File: config.mk
export PLATFORM = sky130hd
export DESIGN_NAME = mastermind_solver
export DESIGN_NICKNAME = d
export VERILOG_FILES = /design/src/rtl/mastermind_pkg.sv /design/src/rtl/mastermind_score.sv /design/src/rtl/mastermind_solver.sv
export SDC_FILE = /design/constraint.sdc
export NUM_CORES = 1
export LEC_CHECK = 0
export BUFFER_PORTS_ARGS = -buffer_cell sky130_fd_sc_hd__clkbuf_2
export CORE_UTILIZATION = 51
export CTS_BUF_LIST = sky130_fd_sc_hd__clkbuf_4
export CTS_CLUSTER_DIAMETER = 150
export DETAILED_ROUTE_END_ITERATION = 10
export PLACE_DENSITY = 0.65
export SLEW_MARGIN = 40
export SYNTH_ARGS = -nofsm -noshare
export SYNTH_HDL_FRONTEND = slang
export SYNTH_SLANG_ARGS = --single-unit
File: constraint.sdc
create_clock -name clk -period 9.84 [get_ports clk]
set_input_delay 1.476 -clock clk [delete_from_list [all_inputs] [get_ports clk]]
set_output_delay 1.476 -clock clk [all_outputs]
set_load 0.02 [all_outputs]
File: src/rtl/mastermind_pkg.sv
// Shared constants, FSM state encoding and feedback record for the Mastermind solver.
package mastermind_pkg;

  localparam int NUM_PEGS    = 4;
  localparam int PEG_W       = 3;
  localparam int CODE_W      = 12;
  localparam int NUM_COLOURS = 8;

  typedef enum logic [2:0] {
    ST_IDLE   = 3'd0,
    ST_SEARCH = 3'd1,
    ST_OFFER  = 3'd2,
    ST_DONE   = 3'd3,
    ST_FAIL   = 3'd4
  } state_t;

  typedef struct packed {
    logic [2:0] red;
    logic [2:0] white;
  } fb_t;

endpackage

File: src/rtl/mastermind_score.sv
// Combinational Mastermind scorer: red = exact position matches,
// white = colour matches summed over all colours minus red.
module mastermind_score
  import mastermind_pkg::*;
(
  input  logic [CODE_W-1:0] code_a,
  input  logic [CODE_W-1:0] code_b,
  output logic [2:0]        red,
  output logic [2:0]        white
);

  logic [2:0] cnt_a;
  logic [2:0] cnt_b;
  logic [2:0] common;

  always_comb begin
    red    = '0;
    common = '0;
    cnt_a  = '0;
    cnt_b  = '0;
    for (int p = 0; p < NUM_PEGS; p++) begin
      if (code_a[p*PEG_W +: PEG_W] == code_b[p*PEG_W +: PEG_W]) red = red + 3'd1;
    end
    for (int c = 0; c < NUM_COLOURS; c++) begin
      cnt_a = '0;
      cnt_b = '0;
      for (int p = 0; p < NUM_PEGS; p++) begin
        if (code_a[p*PEG_W +: PEG_W] == PEG_W'(c)) cnt_a = cnt_a + 3'd1;
        if (code_b[p*PEG_W +: PEG_W] == PEG_W'(c)) cnt_b = cnt_b + 3'd1;
      end
      common = common + ((cnt_a < cnt_b) ? cnt_a : cnt_b);
    end
  end

  // common always covers the red matches, so this never underflows.
  assign white = common - red;

endmodule

File: src/rtl/mastermind_solver.sv
// Mastermind code breaker: offers the lowest code consistent with all feedback so far.
// Optional build macro MM_SOLVER_STATS_EN adds the search_cycles statistics output.
module mastermind_solver
  import mastermind_pkg::*;
#(
  parameter int MAX_GUESSES = 8
)(
  input  logic              clk,
  input  logic              reset,
  input  logic              start,
  output logic              guess_valid,
  output logic [CODE_W-1:0] guess_out,
  input  logic              fb_valid,
  input  logic [2:0]        fb_red,
  input  logic [2:0]        fb_white,
  output logic              solved,
  output logic              fail,
  output logic              busy,
  output logic [3:0]        guess_count
`ifdef MM_SOLVER_STATS_EN
  ,
  output logic [15:0]       search_cycles
`endif
);

  // Handshake: guess_valid/guess_out are held stable in OFFER until fb_valid is
  // sampled high on a rising edge; that single edge consumes the feedback.
  // fb_valid in any other state is ignored.

  state_t            state;
  logic [CODE_W-1:0] cand;
  logic [3:0]        idx;

  logic [CODE_W-1:0] hist_guess [16];
  fb_t               hist_fb    [16];

  logic [2:0]  s_red;
  logic [2:0]  s_white;
  fb_t         score_fb;
  logic        fb_illegal;
  logic        fb_win;
  logic        fb_accept;
  logic [3:0]  gc_inc;

  mastermind_score u_score (
    .code_a (cand),
    .code_b (hist_guess[idx]),
    .red    (s_red),
    .white  (s_white)
  );

  assign score_fb   = {s_red, s_white};
  assign fb_illegal = (({1'b0, fb_red} + {1'b0, fb_white}) > 4'd4) ||
                      ((fb_red == 3'd4) && (fb_white != 3'd0));
  assign fb_win     = (fb_red == 3'd4);
  assign fb_accept  = (state == ST_OFFER) && fb_valid;
  assign gc_inc     = guess_count + 4'd1;

  always_ff @(posedge clk) begin
    if (reset) begin
      state       <= ST_IDLE;
      cand        <= '0;
      idx         <= '0;
      guess_count <= '0;
      solved      <= 1'b0;
      fail        <= 1'b0;
    end else if (start) begin
      state       <= ST_SEARCH;
      cand        <= '0;
      idx         <= '0;
      guess_count <= '0;
      solved      <= 1'b0;
      fail        <= 1'b0;
    end else begin
      case (state)
        ST_SEARCH: begin
          if (idx == guess_count) begin
            state <= ST_OFFER;
          end else if (score_fb == hist_fb[idx]) begin
            idx <= idx + 4'd1;
          end else if (cand == '1) begin
            // Candidate space exhausted; never wrap back to 0.
            state <= ST_FAIL;
            fail  <= 1'b1;
          end else begin
            cand <= cand + 1'b1;
            idx  <= '0;
          end
        end
        ST_OFFER: begin
          if (fb_valid) begin
            if (fb_illegal) begin
              state <= ST_FAIL;
              fail  <= 1'b1;
            end else if (fb_win) begin
              guess_count <= gc_inc;
              solved      <= 1'b1;
              state       <= ST_DONE;
            end else begin
              guess_count <= gc_inc;
              cand        <= cand + 1'b1;
              idx         <= '0;
              if (gc_inc == 4'(MAX_GUESSES)) begin
                state <= ST_FAIL;
                fail  <= 1'b1;
              end else begin
                state <= ST_SEARCH;
              end
            end
          end
        end
        default: state <= state;
      endcase
    end
  end

  // History needs no reset: only entries below guess_count are ever read.
  always_ff @(posedge clk) begin
    if (!reset && !start && fb_accept && !fb_illegal && !fb_win) begin
      hist_guess[guess_count] <= cand;
      hist_fb[guess_count]    <= {fb_red, fb_white};
    end
  end

`ifdef MM_SOLVER_STATS_EN
  always_ff @(posedge clk) begin
    if (reset || start) begin
      search_cycles <= '0;
    end else if ((state == ST_SEARCH) && (search_cycles != 16'hFFFF)) begin
      search_cycles <= search_cycles + 16'd1;
    end
  end
`endif

  assign guess_valid = (state == ST_OFFER);
  assign guess_out   = cand;
  assign busy        = (state == ST_SEARCH) || (state == ST_OFFER);

endmodule

=== After elaboration in Yosys (flattened, before gate mapping) ===
Memories as Yosys holds them, arrays and structs flattened. A register that Yosys moved wholly into a read port is not among the register bits.
Cells that the tools add are included.

* Memories: 2
* Output and inout port bits: 20
* Logic and storage cells: 308
* Input bits: 10
* Flip-flop bits (word level): 25
* RAM bits: 288

{| class="wikitable"
|+ Memory list
! name !! depth !! width !! rd ports !! clocked after Yosys merged registers in !! wr ports !! RTL line !! text
|-
| hist_guess || 16 || 12 || 1 || 1 || 1 || mastermind_solver.sv:34 || <nowiki>logic [CODE_W-1:0] hist_guess [16];</nowiki>
|-
| hist_fb || 16 || 6 || 1 || 1 || 1 || mastermind_solver.sv:35 || <nowiki>fb_t hist_fb [16];</nowiki>
|}

* Add/sub/neg operators: 63
* Equal/unequal tests: 82
* Muxes and demuxes: 113
* Bitwise logic cells: 1
* Reduce and logical (&&, ||, !) cells: 31
* $lt $le $gt $ge: 9

{| class="wikitable"
|+ Operators by type and width
! operator !! number
|-
| 2-to-1 mux 3 bit || 66
|-
| adder 3 x 1 -> 3 bit, second input constant || 34
|-
| equality test 3 bit, second input constant || 33
|-
| 2-to-1 mux 12 bit || 6
|-
| equality test 3 x 2 -> 1 bit, second input constant || 17
|-
| 2-to-1 mux 4 bit || 10
|-
| adder 1 x 1 -> 2 bit, second input constant || 17
|-
| equality test 3 x 1 -> 1 bit, second input constant || 9
|-
| 2-to-1 mux 1 bit || 27
|-
| zero test 3 bit || 8
|-
| less-than comparator 3 bit || 8
|-
| one-hot mux 12 bit (2 select lines) || 1
|-
| adder 3 bit || 7
|-
| AND reduction 7 bit || 2
|-
| adder 12 x 1 -> 12 bit, second input constant || 1
|-
| equality test 12 bit, second input constant || 1
|-
| equality test 3 bit || 4
|-
| != test 2 bit, second input constant || 6
|-
| != test 3 bit, second input constant || 4
|-
| AND reduction 4 bit || 3
|-
| adder 4 x 1 -> 4 bit, second input constant || 2
|-
| != test 4 bit, second input constant || 2
|-
| one-hot mux 4 bit (2 select lines) || 1
|-
| equality test 6 bit || 1
|-
| other kinds (19) || 29
|}

=== Depth between registers and ports, before layout ===
* Depth after elaboration: 24
* Mapped depth: 40

=== Cells and area by module ===
A second synthesis with hierarchy kept.

* Cells, all modules: 1,145
* Area, all modules: 16,514.6 µm²

{| class="wikitable"
|+ By module, submodules not included
! module !! cells an instance !! area an instance (µm²) !! times used
|-
| mastermind_solver || 664 || 12,744.7 || 1
|-
| mastermind_score || 481 || 3,769.9 || 1
|}

=== Worst setup path after synthesis ===
OpenSTA, ideal clock, no wires.

* Kind: flip-flop to flip-flop
* Start: register (tool-made name)
* End: register (tool-made name)
* Period minus slack after synthesis: 8.841 ns
* Cell stages (with the launch flop): 36
* Path buffers: 6
* Arrival time: 8.784 ns
* Path slack: 0.999 ns
* Cells stage by stage: dfxtp_1 buf_6 buf_8 buf_8 buf_4 buf_2 buf_1 mux4_2 mux4_2 nor2b_1 and2_1 ha_1 xnor2_1 ha_1 mux2i_1 ha_1 a21oi_1 nor2_1 or3b_2 o21a_1 fa_1 fa_1 inv_1 fa_1 ha_1 xor2_1 xnor2_1 xnor2_1 xnor2_1 xnor2_1 or3_1 mux2i_1 o21ai_1 nor3_2 o21ai_0 a21bo_2

==> flow_summary.yaml <==
status:
  status: "complete, no violations"
finish:
  drive_gt1_share_pct: 24.6
  instances_no_fill: 1751
  nets: 1400
  area_growth_pct: 11.7
  final_area_sq_um: 18400
  n_fill_cell: 2515
power_and_ir_drop:
  p_per_area_nw_per_um2: 145
  vdd_drop_max_v: 0.000172
  p_leak_uw: 0.00681
  p_seq_share_pct: 54.7
  switching_share_pct: 22.3
  intPower_uw: 2070
  comb_power_share_pct: 2.7
  clkPwrFrac_pct: 42.6
  switchingPower_uw: 594
placement:
  numPortBuffers: 29
  dp_cells: 1602
  place_area_sq_um: 17300
  dp_hpwl_um: 24700
  gp_congestion: 0.888
floorplan:
  core_area_sq_um: 31600
  fp.dieH_um: 182
  die_area_sq_um: 33000
  start_util_pct: 52.0
  die_w_um: 182
  ioPinCount: 30
  rows: 65
global_routing:
  grt_pass1_wl_um: 58400
  grt_max_degree: 37
  grt_pass1_vias: 10300
  antenna_found_initial: 1
  grt-ovfl-total: 0
  gr-usage-all-layers_pct: 23.8
cts:
  cts_htree_levels: 3
  clk_pin_slew_worst_paths_ns: 0.06
  post_cts_buffers: 0
  cts_sinks: 317
  cts_hold_buffers: 0
  ctsRootBufferMaster: "clkbuf_4"
  numCtsBuffers: 83
  cts-resized-gates: 0
  clk_latency_ns: 0.77
  clock_path_buffers: 3
  cts_tree: "done"
min_path:
  hp-class: "reg -> reg"
  min_from: "solved"
logic_synthesis:
  synth.distinct_cells: 65
  ys_seq_area_share_pct: 56.1
  syn_nets: 1292
  yosysWarnings: 0
  synth_flop_cell: "edfxtp_1"
  yosys-top-cells-area: "edfxtp_1, mux4_2, ha_1"
  syn-instance-count: 1179
  netlist_area_sq_um: 16500
  synth_largest_area_cell: "edfxtp_1"
  synth_seq_cells: 317
  synth_edf_count: 288
  syn_avg_cell_area_sq_um: 14.0
  synthArstFlopShare_pct: 0
  yosys.area.top_type_share_pct: 52.5
sta:
  rsz0062_at_grt: "false"
  setup-tns-final_ns: 0
  fin_crit_sh_pct: 88.5
  max_freq_ghz: 0.115
  setup_viol: 0
  finalClockSkew_ns: 0.0814
  finalHoldViolCount: 0
  drv_slew: 0
  period_needed_ns: 8.70
  max_slew_margin_pct: 44.7
  hold_slack_ns: 0.485
  tightest_slew_ns: 0.824
job:
  maxCapViolations: 0
setup_path:
  cp.buffers_inverters: 2
  criticalPathCategory: "reg -> reg"
  cp-end-kind: "register"
  reg2reg_setup_slack_ns: 1.14
  path_max_fanout: 26
  critPathMaxStageDelay_ns: 0.69
  crit_slowest_cell: "dfxtp_4"
  r2r.worst_path.cells: 30
  critPathRequiredTime_ns: 10.52
  path_delay_family: "adder cells"
  cp.arrival_ns: 9.38
  path_depth: 30
  cp_common_cell: "xnor2_1"
  setup.worst_path.start_class: "register"
routing:
  postRouteAntennaNets: 0
  routed_wl_um: 37600
  drt_first_iter_violations: 748
  drc: 0
  vias_per_cell: 5.78
  via_count: 10100
  wl_per_cell_um: 21.5
  dr.pass1.iters: 6
## flip-flops by register name, summed over array words and instances, names as in the netlist, named ones only
| name | count |
|---|---|
| hist_guess | 192 |
| hist_fb | 96 |
| guess_out | 12 |
| guess_count | 4 |
| idx | 4 |
| state | 3 |
| fail | 1 |
| solved | 1 |
## power groups by stage
stage	registers (uW)	clock network (uW)	logic (uW)
after global routing	1460	1230	80.5
after floorplan	1490	0	45.9
after CTS	1460	1160	71.6
after global placement	1490	0	68.7
final	1460	1130	71.9
after detailed placement	1490	0	71.0
## worst min-delay path: cells and delay by family, from the launching register on
family | cells | cell delay [ns]
flops | 1 | 0.33
simple gates | 1 | 0.08
compound gates | 1 | 0.04
## cells in the final DEF (no fill, tap or decap), drive strengths merged, types with 31 or more instances in the layout
master  netlist  final
nand2       101    101
a21oi        32     32
xnor2        64     64
mux4         81     81
mux2i        31     31
edfxtp      288    288
ha           93     93
clkbuf       22    146
nor2         95     95
buf          18     34
inv          76     79
## logic make-up after synthesis
logic type	Yosys count	synth area share (%)
adder cells (fa/ha/maj)	103	8.29
multiplexers	129	14.2
AND/OR/NAND/NOR	312	9.05
buffers and inverters	116	2.97
AO/OA/AOI/OAI	107	4.23
flip-flops	317	56.1
XOR/XNOR	95	5.18
## worst min-delay path by stage
stage,to,cells after the start
2_1_floorplan,state[1],2
3_3_place_gp,solved,2
3_5_place_dp,solved,2
4_1_cts,solved,2
5_1_grt,solved,2
6_report,solved,2
## per-stage QoR
stage | total power [uW] | setup WS [ns] | utilization, %
2_1_floorplan | 1530 | 0.999 | -
3_3_place_gp | 1550 | 1.26 | 54.4
3_5_place_dp | 1560 | 1.12 | 54.5
4_1_cts | 2680 | 1.07 | 57.9
5_1_grt | 2760 | 0.493 | 58.1
6_report | 2660 | 1.14 | 58.1
## cell usage after synthesis, types with 13 or more instances
cell        n
xnor2_1    63
clkbuf_1   22
mux4_2     79
mux2_2     15
o21ai_0    27
xor2_1     30
inv_1      75
nand3_1    18
nor3_1     13
edfxtp_1  288
ha_1       93
a21oi_1    32
dfxtp_1    29
mux2i_1    31
nand2_1   101
nor2_1     95
## layout make-up
class	count	area (sq um)	share of cell area, %
multi-input cells	746	6830	37.2
repair buffers	63	460	2.50
flip-flops and latches	317	9240	50.2
clock buffers	117	878	4.78
well taps	402	503	2.74
diodes	1	2.50	0.0136
clock inverters	29	186	1.01
inverters	76	285	1.55
## routing by layer
layer	routed length, um	vias up	track usage (%)
li1	-	4634	-
met1	16200	5089	31.9
met2	18100	315	38.4
met3	2080	79	4.61
met4	1220	2	9.59
met5	54	-	1.19
Power figures use the tool's default switching activity.
